===== config.mk =====
export PLATFORM = sky130hd
export DESIGN_NAME = serial_addsub_seq
export DESIGN_NICKNAME = d
export VERILOG_FILES = /design/src/rtl/serial_addsub_seq_pkg.sv /design/src/rtl/serial_addsub_seq_fa_cell.sv /design/src/rtl/serial_addsub_seq.sv
export SDC_FILE = /design/constraint.sdc
export NUM_CORES = 1
export LEC_CHECK = 0
export BUFFER_PORTS_ARGS = -buffer_cell sky130_fd_sc_hd__buf_2
export CAP_MARGIN = 20
export CORE_ASPECT_RATIO = 2
export CORE_MARGIN = 2
export CORE_UTILIZATION = 45
export DETAILED_ROUTE_END_ITERATION = 7
export GPL_TIMING_DRIVEN = 0
export PLACE_DENSITY = 0.67
export SLEW_MARGIN = 5
export SYNTH_ARGS = -nofsm -noshare
export SYNTH_HDL_FRONTEND = slang
export SYNTH_SLANG_ARGS = --single-unit
export TNS_END_PERCENT = 100

===== constraint.sdc =====
create_clock -name clk_i -period 3 [get_ports clk_i]
set_input_delay 0.6 -clock clk_i [delete_from_list [all_inputs] [get_ports clk_i]]
set_output_delay 0.6 -clock clk_i [all_outputs]
set_load 0.005 [all_outputs]

===== src/rtl/serial_addsub_seq_pkg.sv =====
// Shared types and constants for the bit-serial add/subtract sequencer.
package serial_arith_pkg;

  typedef enum logic [1:0] {
    IDLE = 2'd0,
    RUN  = 2'd1,
    DONE = 2'd2
  } state_e;

  localparam logic OP_ADD = 1'b0;
  localparam logic OP_SUB = 1'b1;

  // Never narrower than one bit, so WIDTH=2 still gets a usable counter.
  function automatic int cnt_width(input int width);
    return (width <= 2) ? 1 : $clog2(width);
  endfunction

endpackage


===== src/rtl/serial_addsub_seq_fa_cell.sv =====
// Combinational one-bit full adder, time-shared across all operand bits.
module serial_fa_cell (
  input  logic a_i,
  input  logic b_i,
  input  logic cin_i,
  output logic sum_o,
  output logic cout_o
);

  assign sum_o  = a_i ^ b_i ^ cin_i;
  assign cout_o = (a_i & b_i) | (a_i & cin_i) | (b_i & cin_i);

endmodule


===== src/rtl/serial_addsub_seq.sv =====
// Bit-serial add/subtract sequencer: one full-adder cell, one bit per clock, LSB first.
module serial_addsub_seq
  import serial_arith_pkg::*;
#(
  parameter int WIDTH = 8
) (
  input  logic             clk_i,
  input  logic             reset_i,
  input  logic             start_i,
  input  logic             op_i,
  input  logic [WIDTH-1:0] a_i,
  input  logic [WIDTH-1:0] b_i,
  output logic             busy_o,
  output logic             done_o,
  output logic [WIDTH-1:0] result_o,
  output logic             carry_out_o,
  output logic             overflow_o
);

  localparam int            CW   = cnt_width(WIDTH);
  localparam logic [CW-1:0] LAST = CW'(WIDTH - 1);

  state_e           state_q, state_d;
  logic [WIDTH-1:0] a_sr_q, a_sr_d;
  logic [WIDTH-1:0] b_sr_q, b_sr_d;
  logic [WIDTH-1:0] res_sr_q, res_sr_d;
  logic [CW-1:0]    cnt_q, cnt_d;
  logic             op_q, op_d;
  logic             carry_q, carry_d;
  logic             busy_q, busy_d;
  logic             done_q, done_d;
  logic [WIDTH-1:0] result_q, result_d;
  logic             carry_out_q, carry_out_d;
  logic             overflow_q, overflow_d;

  logic cell_sum;
  logic cell_cout;

  // Subtraction feeds the inverted B bit; the +1 comes from the preset carry.
  serial_fa_cell u_fa_cell (
    .a_i    (a_sr_q[0]),
    .b_i    (b_sr_q[0] ^ (op_q == OP_SUB)),
    .cin_i  (carry_q),
    .sum_o  (cell_sum),
    .cout_o (cell_cout)
  );

  always_comb begin
    state_d     = state_q;
    a_sr_d      = a_sr_q;
    b_sr_d      = b_sr_q;
    res_sr_d    = res_sr_q;
    cnt_d       = cnt_q;
    op_d        = op_q;
    carry_d     = carry_q;
    result_d    = result_q;
    carry_out_d = carry_out_q;
    overflow_d  = overflow_q;

    case (state_q)
      IDLE: begin
        if (start_i) begin
          state_d  = RUN;
          a_sr_d   = a_i;
          b_sr_d   = b_i;
          op_d     = op_i;
          carry_d  = (op_i == OP_SUB);
          cnt_d    = '0;
          res_sr_d = '0;
        end
      end
      RUN: begin
        a_sr_d   = a_sr_q >> 1;
        b_sr_d   = b_sr_q >> 1;
        res_sr_d = {cell_sum, res_sr_q[WIDTH-1:1]};
        carry_d  = cell_cout;
        cnt_d    = cnt_q + 1'b1;
        // On the last bit carry_q is still the carry into the MSB.
        if (cnt_q == LAST) begin
          state_d     = DONE;
          result_d    = {cell_sum, res_sr_q[WIDTH-1:1]};
          carry_out_d = cell_cout ^ op_q;
          overflow_d  = carry_q ^ cell_cout;
        end
      end
      DONE: begin
        state_d = IDLE;
      end
      default: begin
        state_d = IDLE;
      end
    endcase

    busy_d = (state_d == RUN);
    done_d = (state_d == DONE);
  end

  always_ff @(posedge clk_i) begin
    if (reset_i) begin
      state_q     <= IDLE;
      a_sr_q      <= '0;
      b_sr_q      <= '0;
      res_sr_q    <= '0;
      cnt_q       <= '0;
      op_q        <= OP_ADD;
      carry_q     <= 1'b0;
      busy_q      <= 1'b0;
      done_q      <= 1'b0;
      result_q    <= '0;
      carry_out_q <= 1'b0;
      overflow_q  <= 1'b0;
    end else begin
      state_q     <= state_d;
      a_sr_q      <= a_sr_d;
      b_sr_q      <= b_sr_d;
      res_sr_q    <= res_sr_d;
      cnt_q       <= cnt_d;
      op_q        <= op_d;
      carry_q     <= carry_d;
      busy_q      <= busy_d;
      done_q      <= done_d;
      result_q    <= result_d;
      carry_out_q <= carry_out_d;
      overflow_q  <= overflow_d;
    end
  end

  assign busy_o      = busy_q;
  assign done_o      = done_q;
  assign result_o    = result_q;
  assign carry_out_o = carry_out_q;
  assign overflow_o  = overflow_q;

endmodule


==> results.md <==
* Outcome: finished, final reports clean
* Normalized max-slew margin at 0.677
* Hold_sp: carry_out_o
* First-pass GRT wire length at 6100 um
* EDFF count, synth at 0
* Mean post-synth cell area at 8.67 um2
* Routed Antenna Nets at 0
* WL final at between 3000 and 4000 um
* Clock latency on the worst-skew pair at ~290 ps
* CTS clock-pin slew for the worst setup and hold paths at 80 ps
* Leakage at 0.000834 uW
* IO Port Bufs at 30
* DRC viols at 0
* Total CTS buffers at 5
* CTS tree: yes
* Vias in the first global route at around 1400
* Sequential-to-total area share from yosys stat at 0.492
* HPWL after detailed placement at 2580 um
* Max-Cap Viols at 0
* Worst Max-Slew Pin Slew at 484 ps
* Fraction of registers with async set/reset at 0
* Largest net degree at the start of global routing at 13
* Core ar. at 0.00365 mm2
* Full die area at ~0.0043 mm2
* Final Setup Violations at 0
* Dominant cell by count in the synthesized netlist: nand2_1
* #FFs+latches synth at 42
* Top-area cell type share of the netlist area at 0.492
* Root Driver: clkbuf_8
* Critical path startpoint category: register
* Width of the die at 47.6 um
* Tot Pwr at about 1100 uW
* Initial Utilization at 0.468
* Worst EP required at 3220 ps
* Most frequent cells after synthesis: nand2_1 (49), dfxtp_1 (42), nor2_1 (29), a311oi_1 (14)
* Top_reg_cell synth: dfxtp_1
* Distinct cells, synth at 31
* Post-Syn Nets at 220
* IO Pins at 32
* Via count at 1441
* Worst setup EP type: register
* Hold Violations, Final at 0
* RSZ-0062 raised after global routing: false
* Pre-Repair DR Iteration Count at 4
* Largest area contributor in the netlist: dfxtp_1
* R2R Setup Slk at 1540 ps
* Gpl congestion at 0.745
* Synth top area cells: dfxtp_1 (49%), nand2_1 (11%), a311oi_1 (7.2%)
* Hold Path Class: reg2reg
* Initial antenna violation count at 0
* Mapped cell area at about 0.0017 mm2
* Final core utilization at 0.551
* Final layout net count at about 260
* Setup Skew at 4.04 ps
* Detailed router's first-iteration violation count at 14
* Tmin final at 1460 ps
* Antenna Cells at 0
* Max Buffers Root-to-Sink at 2
* Die Span Y at 91.1 um
* Grt total ovfl at 0
* PwrDens at 538 mW/mm2
* Reg2reg start: cnt_q[0]
* Site Rows at 31
* Crit path DAT at about 1700 ps
* Final worst-path cycle share at 0.487
* Worst vdd ir at 0.380 mV
* Setup TNS at 0 ps
* Hold path depth at 2
* Area Growth Syn to Fin at 17.7%
* Hold EP: carry_out_o
* Max-slew violation count at 0
* # Post-CTS Setup Buffers at 0
* Wire per inst at 11.9 um
* H-tree Lvls at 2
* Post-Syn Instances at 197
* CTS Hold Bufs at 0
* Reg2Reg Capture Point: result_o[7]
* Worst Reg-to-Reg Cells at 5
* Max Clock Freq at around 0.69 GHz
* Via/cell ratio at between 5 and 6
* Clk sinks at 42
* Total GRT Usage at 0.191
* CP Class: reg2reg
* CP Max Fanout at 10
* Placed Area at approximately 0.0019 mm2
* Share of layout cells above drive strength 1 at 0.221
* CTS resizes at 0
* Design area at 0.00201 mm2
* Yosys warning total at 0
-- cells in the final DEF (no fill, tap or decap), types with 2 or more instances in the layout --
cell,count
xnor2_1,3
ha_1,2
clkbuf_8,6
a21oi_1,10
a22oi_1,10
mux2i_1,2
clkbuf_1,7
inv_1,3
nor2_1,29
nor3_1,2
buf_6,3
buf_2,35
a311oi_1,14
dfxtp_1,42
nand2_1,49
-- worst max path at each step --
stage                        start          end  slack (ps)
after CTS                 cnt_q[0]  result_o[7]        1530
after global routing      cnt_q[0]  result_o[5]        1450
after detailed placement   start_i    a_sr_q[5]        1410
after global placement     start_i    b_sr_q[4]        1420
final                     cnt_q[0]  result_o[7]        1540
after floorplan           cnt_q[0]  result_o[7]        1670
-- power by group --
group          leakage [uW]  internal (uW)  switching, uW
clock             0.0000482            186            186
combinational      0.000442           52.3           63.1
sequential         0.000343            581           12.8
total              0.000834            819            262
-- final cells by class --
| cell class | count | area [um2] |
|---|---|---|
| Clock inverter | 1 | 5.00 |
| Tap cell | 49 | 61.3 |
| Timing Repair Buffer | 30 | 150 |
| Clock buffer | 7 | 86.3 |
| Fill cell | 408 | 1640 |
| Sequential cell | 42 | 841 |
| Multi-Input combinational cell | 135 | 747 |
| Inverter | 3 | 11.3 |
| Buffer | 17 | 109 |
-- sequential cells by signal, summed over array words and instances (netlist names) --
signal / flops
a_sr_q: 8
carry_q: 1
carry_out_o: 1
busy_o: 1
done_o: 1
result_o: 8
b_sr_q: 8
res_sr_q: 7
cnt_q: 3
state_q: 2
overflow_o: 1
op_q: 1
-- critical path, stage by stage (launching register included) --
cell and delay [ps]:
dfxtp_1 330, ha_1 210, ha_1 210, and3b_2 230, buf_2 180, a211oi_1 230
-- through the flow --
| stage | hold WS (ps) | instances | worst slack [ps] |
|---|---|---|---|
| floorplan | 432 | 197 | 1670 |
| global placement | 438 | 276 | 1420 |
| detailed placement | 442 | 276 | 1410 |
| CTS | 454 | 284 | 1530 |
| global route | 471 | 284 | 1450 |
| finish | 449 | 284 | 1540 |
-- kinds of logic after synthesis --
| group | count (synthesis) | synth area share |
|---|---|---|
| AO/OA/AOI/OAI | 40 | 0.170 |
| AND/OR/NAND/NOR | 87 | 0.214 |
| flip-flops | 42 | 0.492 |
| adder cells (fa/ha/maj) | 3 | 0.0264 |
| XOR/XNOR | 3 | 0.0154 |
| buffers and inverters | 20 | 0.0703 |
| multiplexers | 2 | 0.0117 |
-- per-layer routing --
metal,wire length (um),global-route usage,part of all wire,vias to the layer above
met4,93,0.0991,0.027,0
met2,1840,0.327,0.54,28
met5,0,0,0,-
li1,-,-,-,738
met3,112,0.0457,0.033,7
met1,1350,0.197,0.40,668
Power figures use the tool's default switching activity.
